===== config.mk =====
export PLATFORM = sky130hd
export DESIGN_NAME = sa_tile_scheduler
export DESIGN_NICKNAME = d
export VERILOG_FILES = /design/src/rtl/vit_sa_pkg.sv /design/src/rtl/tile_idx_counter.sv /design/src/rtl/sa_tile_scheduler.sv
export SDC_FILE = /design/constraint.sdc
export NUM_CORES = 1
export LEC_CHECK = 0
export ABC_AREA = 1
export CAP_MARGIN = 15
export CORE_ASPECT_RATIO = 0.75
export CORE_MARGIN = 4
export CORE_UTILIZATION = 49
export CTS_BUF_LIST = sky130_fd_sc_hd__clkbuf_8
export CTS_CLUSTER_DIAMETER = 60
export DETAILED_ROUTE_END_ITERATION = 10
export PLACE_DENSITY = 0.76
export SYNTH_ARGS = -nofsm -noshare
export SYNTH_HDL_FRONTEND = slang
export SYNTH_SLANG_ARGS = --single-unit

===== constraint.sdc =====
create_clock -name i_clk -period 2.1 [get_ports i_clk]
set_input_delay 0.315 -clock i_clk [delete_from_list [all_inputs] [get_ports i_clk]]
set_output_delay 0.315 -clock i_clk [all_outputs]
set_load 0.01 [all_outputs]

===== src/rtl/vit_sa_pkg.sv =====
// Shared types for the systolic-array tile scheduler.
// Holds the FSM state encoding and tile geometry constants.
package vit_sa_pkg;

  localparam int SA_TILE_DIM = 32;
  localparam int TILE_CNT_W_DEF = 8;

  typedef enum logic [2:0] {
    ST_IDLE,
    ST_LOAD,
    ST_SA_ISSUE,
    ST_SA_WAIT,
    ST_STORE,
    ST_DONE
  } sa_sched_state_e;

endpackage


===== src/rtl/tile_idx_counter.sv =====
// Nested m/n/k tile index counter (k innermost, m outermost).
// Limits are latched as count-1 so a count of 2^W-1 cannot overflow.
module tile_idx_counter #(
  parameter int W = 8
) (
  input  logic         clk,
  input  logic         rst,
  input  logic         load,
  input  logic [W-1:0] m_cnt,
  input  logic [W-1:0] k_cnt,
  input  logic [W-1:0] n_cnt,
  input  logic         inc_k,
  input  logic         inc_mn,
  output logic [W-1:0] m_idx,
  output logic [W-1:0] k_idx,
  output logic [W-1:0] n_idx,
  output logic         m_last,
  output logic         k_last,
  output logic         n_last
);

  logic [W-1:0] m_max;
  logic [W-1:0] k_max;
  logic [W-1:0] n_max;

  assign m_last = (m_idx == m_max);
  assign k_last = (k_idx == k_max);
  assign n_last = (n_idx == n_max);

  // Latch limits on start; step k, or wrap k and step n then m.
  always_ff @(posedge clk) begin
    if (rst) begin
      m_max <= '0;
      k_max <= '0;
      n_max <= '0;
      m_idx <= '0;
      k_idx <= '0;
      n_idx <= '0;
    end else if (load) begin
      m_max <= m_cnt - 1'b1;
      k_max <= k_cnt - 1'b1;
      n_max <= n_cnt - 1'b1;
      m_idx <= '0;
      k_idx <= '0;
      n_idx <= '0;
    end else if (inc_k) begin
      k_idx <= k_idx + 1'b1;
    end else if (inc_mn) begin
      k_idx <= '0;
      if (!n_last) begin
        n_idx <= n_idx + 1'b1;
      end else if (!m_last) begin
        n_idx <= '0;
        m_idx <= m_idx + 1'b1;
      end
    end
  end

endmodule


===== src/rtl/sa_tile_scheduler.sv =====
// Tile-pass sequencer for the 32x32 systolic array.
// Walks m/n/k tiles: load -> SA pass -> (store on last k) with registered outputs.
module sa_tile_scheduler
  import vit_sa_pkg::*;
#(
  parameter int TILE_CNT_W = TILE_CNT_W_DEF,
  parameter int PROG_W     = 16
) (
  input  logic                  i_clk,
  input  logic                  i_rst,
  input  logic                  i_start,
  input  logic [TILE_CNT_W-1:0] i_m_tiles,
  input  logic [TILE_CNT_W-1:0] i_k_tiles,
  input  logic [TILE_CNT_W-1:0] i_n_tiles,
  output logic                  o_load_req,
  output logic [TILE_CNT_W-1:0] o_m_idx,
  output logic [TILE_CNT_W-1:0] o_k_idx,
  output logic [TILE_CNT_W-1:0] o_n_idx,
  input  logic                  i_load_done,
  output logic                  o_sa_start,
  output logic                  o_acc_first,
  input  logic                  i_sa_done,
  output logic                  o_store_req,
  input  logic                  i_store_done,
  output logic                  o_busy,
  output logic                  o_done,
  output logic                  o_err,
  output logic [PROG_W-1:0]     o_tiles_stored
);

  sa_sched_state_e state, state_d;
  logic start_ok;
  logic err_d;
  logic inc_k;
  logic inc_mn;
  logic m_last;
  logic k_last;
  logic n_last;
  logic cnt_zero;

  assign cnt_zero = (i_m_tiles == '0) || (i_k_tiles == '0) ||
                    (i_n_tiles == '0);

  tile_idx_counter #(
    .W(TILE_CNT_W)
  ) u_idx (
    .clk   (i_clk),
    .rst   (i_rst),
    .load  (start_ok),
    .m_cnt (i_m_tiles),
    .k_cnt (i_k_tiles),
    .n_cnt (i_n_tiles),
    .inc_k (inc_k),
    .inc_mn(inc_mn),
    .m_idx (o_m_idx),
    .k_idx (o_k_idx),
    .n_idx (o_n_idx),
    .m_last(m_last),
    .k_last(k_last),
    .n_last(n_last)
  );

  // State register, registered outputs and stored-tile counter.
  always_ff @(posedge i_clk) begin
    if (i_rst) begin
      state          <= ST_IDLE;
      o_load_req     <= 1'b0;
      o_sa_start     <= 1'b0;
      o_acc_first    <= 1'b0;
      o_store_req    <= 1'b0;
      o_busy         <= 1'b0;
      o_done         <= 1'b0;
      o_err          <= 1'b0;
      o_tiles_stored <= '0;
    end else begin
      state       <= state_d;
      o_load_req  <= (state_d == ST_LOAD);
      o_sa_start  <= (state_d == ST_SA_ISSUE);
      o_acc_first <= (state_d == ST_SA_ISSUE) && (o_k_idx == '0);
      o_store_req <= (state_d == ST_STORE);
      o_busy      <= (state_d != ST_IDLE);
      o_done      <= (state_d == ST_DONE);
      o_err       <= err_d;
      if (start_ok) begin
        o_tiles_stored <= '0;
      end else if (inc_mn) begin
        o_tiles_stored <= o_tiles_stored + 1'b1;
      end
    end
  end

  // Next state; only the done pulse owned by the current state acts.
  always_comb begin
    state_d  = state;
    start_ok = 1'b0;
    err_d    = 1'b0;
    inc_k    = 1'b0;
    inc_mn   = 1'b0;
    unique case (state)
      ST_IDLE: begin
        if (i_start) begin
          if (cnt_zero) begin
            err_d = 1'b1;
          end else begin
            start_ok = 1'b1;
            state_d  = ST_LOAD;
          end
        end
      end
      ST_LOAD: begin
        if (i_load_done) state_d = ST_SA_ISSUE;
      end
      ST_SA_ISSUE: begin
        state_d = ST_SA_WAIT;
      end
      ST_SA_WAIT: begin
        if (i_sa_done) begin
          if (!k_last) begin
            inc_k   = 1'b1;
            state_d = ST_LOAD;
          end else begin
            state_d = ST_STORE;
          end
        end
      end
      ST_STORE: begin
        if (i_store_done) begin
          inc_mn  = 1'b1;
          state_d = (n_last && m_last) ? ST_DONE : ST_LOAD;
        end
      end
      ST_DONE: begin
        state_d = ST_IDLE;
      end
      default: begin
        state_d = ST_IDLE;
      end
    endcase
  end

endmodule


==> impl_metrics.yaml, run 1 <==
outcome:
  outcome: "complete, no violations"
critical_path:
  crit_path_top_delay_cell: "dfxtp_1"
  crit_start: "u_idx.k_idx[3]"
  end_kind: "register"
  path_common_cell: "nand2_1"
  path_cells: "inv_1 -> nand2_1 -> nand4_1 -> nor2_1 -> nand2_1 -> nand2_1 -> inv_1 -> o21ai_0 -> a21oi_1"
  reg2reg_to: "u_idx.k_idx[0]"
  reg2regPathDepth: 9
  r2r-start: "u_idx.k_idx[3]"
  crit_type: "register to register"
  cp_data_arrival_time_ps: 2170
  slowest_delay_ps: 450
  critical_path.startpoint_type: "register"
  r2r_slack_ps: 170
  cp_data_required_time_ps: 2340
  critPathMaxFanout: 11
sta:
  min_period_over_period: 0.9183
  slew-limit-headroom: 0.6695
  rsz0062_at_grt: "no"
  worst_slew_pin_slew_ps: 491.9
  fin_crit_ps: 1928
  fin_worst_skew_ps: 11.90
  final-setup-viol-count: 0
  fmax_mhz: 518.6
  final-hold-violation-count: 0
  slew_viol_final: 0
  finalWorstSetupSlack_ps: 171.6
synth:
  yosysSeqAreaShare: 0.3601
  synth_flop_cell: "dfxtp_1"
  synth_top_area_frac: 0.3601
  yosysTopAreaCell: "dfxtp_1"
  ys_ff_latch: 74
  ys.warnings.count: 0
  synth_nets: 635
  yosysUniqueCellTypes: 35
  synth_area_um2: 4114
  async_flop_share: 0
  synth_edf_count: 0
  synth_area_leaders: "dfxtp_1, nand2_1, inv_1"
  synthCells: 596
  avgSynthCellArea_um2: 6.903
power_and_ir_drop:
  power_frac_clock: 0.360
  ir_drop_mv: 0.2830
  finalPower_mw: 3.164
  internal-power_mw: 2.288
  p_comb_frac: 0.165
  p_sw_mw: 0.8763
  power.share.switching: 0.2769
  power_density_nw_per_um2: 603.8
  power_leakage_nw: 2.161
  p_seq_frac: 0.475
drt:
  dr.pass1.iters: 4
  vias_per_cell: 5.048
  vias: 4008
  dr.first_iter.drc_count: 194
  routedWlPerCell_um: 12.78
  drc: 0
  ant_nets: 0
  drt_wl_total_um: 10150
cells_and_area:
  final_cell_count_no_fill: 794
  design_area_um2: 5241
  diodes: 0
  area_growth_syn_to_layout_pct: 27.40
  fin_util: 0.6533
  drive_above_1_share: 0.1132
  fin_nets: 723
global_route:
  grt_pass1_vias: 3763
  track_usage: 0.2116
  grt_max_degree: 27
  overflow: 0
  antenna_found_initial: 0
  grt_pass1_wl_um: 17170
clocking:
  cts.sinks: 74
  cts_tree: "yes"
  numCtsBuffers: 9
  ctsResizeCount: 0
  htree_levels: 3
  post_cts.repair.setup_buffers: 0
  cts_hold_buf: 0
  path_clk_slew_ps: 80
  clockRootBuffer: "clkbuf_8"
  clk_latency_ps: 350
  clockBufferDepth: 2
floorplanning:
  rows: 28
  io_pins: 77
  core_um2: 8023
  die_y_um: 87.35
  die_x_um: 113.8
  start_util: 0.5128
  dieArea_um2: 9941
placed_design:
  portBuffers: 76
  dpl.hpwl_um: 7806
  dpl_cell_area_um2: 5036
  pre_cts_slack_ps: -75.04
  dp_cells: 778
  place.gp.congestion: 0.8666
min_path:
  min_path_cells: 2
  hold_start: "u_idx.n_max[4]"
  hp-class: "register to register"
  hold_path_end: "u_idx.n_max[4]"
run:
  drv_cap: 0
## critical path: cells and delay by family (launching register included)
family,cells,cell delay [ps]
AO/OA/AOI/OAI,2,260
flip-flops,1,450
buffers and inverters,2,300
AND/OR/NAND/NOR,5,810
## registers in the layout (all words and copies together), names as in the netlist, 3 cells and up
name            cells
u_idx.m_idx         8
o_tiles_stored     16
u_idx.m_max         8
u_idx.n_idx         8
u_idx.n_max         8
u_idx.k_max         8
u_idx.k_idx         8
state               3
## layout make-up
cell class / instances / area [um2]
clock inverters: 5 / 53.80
multi-input cells: 424 / 2238
well taps: 105 / 131.4
inverters: 85 / 319.1
clock buffers: 11 / 151.4
flip-flops and latches: 74 / 1481
fillers: 677 / 2781
repair buffers: 90 / 865.8
## through the flow
step | TNS [ps] | hold slack, ps
2_1_floorplan | 0 | 384.1
3_5_place_dp | -947.5 | 458.5
5_1_grt | 0 | 486.0
3_3_place_gp | -9.136 | 454.8
6_report | 0 | 473.5
4_1_cts | 0 | 468.7
## placed cells by master, fill, tap and decap left out, types with 12 or more instances in the layout
master and count:
a21oi_1 42, nand3_1 26, nand2_1 138, inv_1 74, xor2_1 21, buf_4 14
clkdlybuf4s50_1 76, nor2_1 65, o21ai_0 36, nand4_1 12, xnor2_1 15, inv_2 12
dfxtp_1 74
## worst max path at each step
stage | slack, ps | end
3_3_place_gp | -9 | u_idx.k_idx[0]
6_report | 170 | u_idx.k_idx[0]
2_1_floorplan | 510 | o_tiles_stored[9]
4_1_cts | 230 | u_idx.k_idx[0]
3_5_place_dp | -80 | u_idx.n_idx[7]
5_1_grt | 40 | u_idx.k_idx[0]
## synth_stat cells (2+ instances only)
master    instances
or2_2             2
inv_2            12
a21oi_1          42
nor2_1           65
o21ai_1           3
buf_2             6
nor2_2           11
o22ai_1           2
nor2_8            3
xor2_1           21
nand4_1          12
nand2_2           8
clkbuf_1          3
nand2_1         138
nand3_2           4
inv_1            73
nand3_1          26
nor3_1           10
ha_1              9
and2_1            2
buf_6             2
a21oi_2           5
xnor2_1          15
nand2_4           3
dfxtp_1          74
o21ai_0          36
## per-layer routing
| layer | wire (um) | part of all wire | track usage | vias to the layer above |
|---|---|---|---|---|
| met5 | 0 | 0 | 0 | - |
| met3 | 540 | 0.053 | 0.05000 | 9 |
| li1 | - | - | - | 2065 |
| met4 | 79 | 0.0078 | 0.05394 | 0 |
| met2 | 4703 | 0.46 | 0.3458 | 117 |
| met1 | 4825 | 0.48 | 0.2836 | 1817 |
## logic make-up after synthesis
logic type,count (synthesis),share of synthesized area
AND/OR/NAND/NOR,287,0.3209
flip-flops,74,0.3601
XOR/XNOR,36,0.07664
AO/OA/AOI/OAI,92,0.1192
buffers and inverters,98,0.09580
adder cells (fa/ha/maj),9,0.02737
## power groups by stage
stage / Clock (mW) / Combinational [mW] / Sequential [mW]
2_1_floorplan: 0 / 0.354 / 1.53
3_3_place_gp: 0 / 0.508 / 1.53
3_5_place_dp: 0 / 0.519 / 1.54
4_1_cts: 1.16 / 0.523 / 1.50
5_1_grt: 1.21 / 0.588 / 1.51
6_report: 1.14 / 0.522 / 1.50
(Power assumes the default switching activity.)
==> run 2: changes to the inputs <==
--- a/config.mk
+++ b/config.mk
@@ -13,6 +13,7 @@
 export CTS_BUF_LIST = sky130_fd_sc_hd__clkbuf_8
 export CTS_CLUSTER_DIAMETER = 60
 export DETAILED_ROUTE_END_ITERATION = 10
+export GPL_TIMING_DRIVEN = 0
 export PLACE_DENSITY = 0.76
 export SYNTH_ARGS = -nofsm -noshare
 export SYNTH_HDL_FRONTEND = slang
==> impl_metrics.yaml, run 2 (same netlist as run 1, synthesis figures left out) <==
power_and_ir_drop:
  p_comb_frac: 0.152
  finalPower_mw: 3.592
  power_frac_clock: 0.429
  p_seq_frac: 0.419
  power_density_nw_per_um2: 675.8
  p_sw_mw: 0.9027
  internal-power_mw: 2.689
  power_leakage_nw: 2.184
  power.share.switching: 0.2513
  ir_drop_mv: 0.3827
min_path:
  hp-class: "register to register"
sta:
  final-hold-violation-count: 0
  slew-limit-headroom: 0.6563
  rsz0062_at_grt: "yes"
  fin_worst_skew_ps: 8.091
  worst_slew_pin_slew_ps: 515.6
  fmax_mhz: 505.7
  fin_crit_ps: 1978
  final-setup-viol-count: 0
  min_period_over_period: 0.9417
  slew_viol_final: 0
run:
  drv_cap: 0
drt:
  vias_per_cell: 5.199
  vias: 4123
  drc: 0
  dr.pass1.iters: 5
  dr.first_iter.drc_count: 209
  routedWlPerCell_um: 13.65
  drt_wl_total_um: 10820
  ant_nets: 0
critical_path:
  end_kind: "register"
  cp_data_required_time_ps: 2390
  cp_data_arrival_time_ps: 2260
  critical_path.startpoint_type: "input port"
  crit_type: "input port to register"
  critPathMaxFanout: 10
cells_and_area:
  top_register: "o_tiles_stored"
  n_fill_cell: 698
  drive_above_1_share: 0.1090
  design_area_um2: 5315
  seqCellArea_um2: 1481
  multi_input_area_um2: 2246
  area_growth_syn_to_layout_pct: 29.20
  fin_nets: 722
  largest_reg_flops: 16
  fin_util: 0.6625
  diodes: 0
  final_cell_mix: "nand2_1, clkdlybuf4s50_1, dfxtp_1"
  layout_commonest_cell: "nand2_1"
global_route:
  overflow: 0
  grt_pass1_wl_um: 18110
  track_usage: 0.2266
  grt_max_degree: 13
  grt_pass1_vias: 3969
  antenna_found_initial: 0
placed_design:
  portBuffers: 76
  place.gp.congestion: 0.9053
  dpl_cell_area_um2: 5006
  dpl.hpwl_um: 8229
floorplanning:
  io_pins: 77
  rows: 28
  die_x_um: 113.8
  dieArea_um2: 9941
  core_um2: 8023
  die_y_um: 87.35
  start_util: 0.5128
clocking:
  htree_levels: 3
  numCtsBuffers: 9
  cts_hold_buf: 0
  clockBufferDepth: 2
  cts_tree: "yes"
  clk_latency_ps: 350
  path_clk_slew_ps: 80
  cts.sinks: 74
  post_cts.repair.setup_buffers: 0
  clockRootBuffer: "clkbuf_8"
outcome:
  outcome: "complete, no violations"
## run 2: cell count changes in the layout (fill, tap and decap cells not counted), sizes merged
cell,before,now
buf,14,9
bufinv,1,4
clkbuf,11,16
clkinv,1,0
clkinvlp,2,0
inv,86,85
## run 2: through the flow
| stage | instances | setup WS (ps) | TNS, ps | hold WS, ps |
|---|---|---|---|---|
| 3_3_place_gp | 777 | -312.7 | -10130 | 456.3 |
| 4_1_cts | 793 | 0.7905 | 0 | 469.9 |
| 3_5_place_dp | 777 | -363.0 | -12260 | 458.4 |
| 5_1_grt | 793 | -64.02 | -308.6 | 502.9 |
| 6_report | 793 | 122.4 | 0 | 468.3 |
| 2_1_floorplan | 596 | 508.1 | 0 | 384.1 |
## run 2: per-layer routing
metal / routed length (um) / track usage / vias to the layer above / part of all wire
met3: 552 / 0.05069 / 20 / 0.051
met2: 5226 / 0.3848 / 110 / 0.48
met1: 4885 / 0.2900 / 1927 / 0.45
met4: 157 / 0.06688 / 0 / 0.015
li1: - / - / 2066 / -
met5: 0 / 0 / - / 0
## run 2: area by class of cell
cell class,instances,share of cell area
multi-input cells,424,0.4226
flip-flops and latches,74,0.2787
repair buffers,76,0.1431
inverters,85,0.06003
clock buffers,12,0.03107
well taps,105,0.02472
clock inverters,4,0.02260
plain buffers,13,0.01718
## run 2: timing repair
action	CTS	global route
resized for setup	1	10
cloned	0	0
endpoints found under the setup margin	5	35
## run 2: path summary, 6_finish.rpt
path	from	to	slack, ps	depth (start not counted)
worst min-delay path	u_idx.n_max[4]	u_idx.n_max[4]	470	2
worst max-delay path	i_n_tiles[0]	u_idx.n_max[7]	120	11
worst min register to register	u_idx.n_max[4]	u_idx.n_max[4]	470	2
worst max register to register	u_idx.k_idx[2]	u_idx.k_idx[0]	210	10
## run 2: power by group through the flow
stage,clock [mW],sequential [mW],combinational [mW]
floorplan,0,1.53,0.354
global route,1.62,1.51,0.610
global placement,0,1.53,0.512
detailed placement,0,1.54,0.526
CTS,1.55,1.50,0.533
finish,1.54,1.50,0.545
## run 2: worst max-delay path: stages
cell and delay, ps:
clkdlybuf4s50_1 470, inv_1 80, ha_1 230, nand2_1 110
nor2_1 80, a21oi_2 230, nand3_4 150, inv_2 150
clkbuf_4 220, o21ai_0 90, a21oi_1 130
==> run 3: changes to the inputs <==
--- a/config.mk
+++ b/config.mk
@@ -12,6 +12,7 @@
 export CORE_UTILIZATION = 49
 export CTS_BUF_LIST = sky130_fd_sc_hd__clkbuf_8
 export CTS_CLUSTER_DIAMETER = 60
+export CTS_CLUSTER_SIZE = 14
 export DETAILED_ROUTE_END_ITERATION = 10
 export GPL_TIMING_DRIVEN = 0
 export PLACE_DENSITY = 0.76
==> results of run 3 <==
The final DEF is identical to that of run 2; final timing and power are the same.
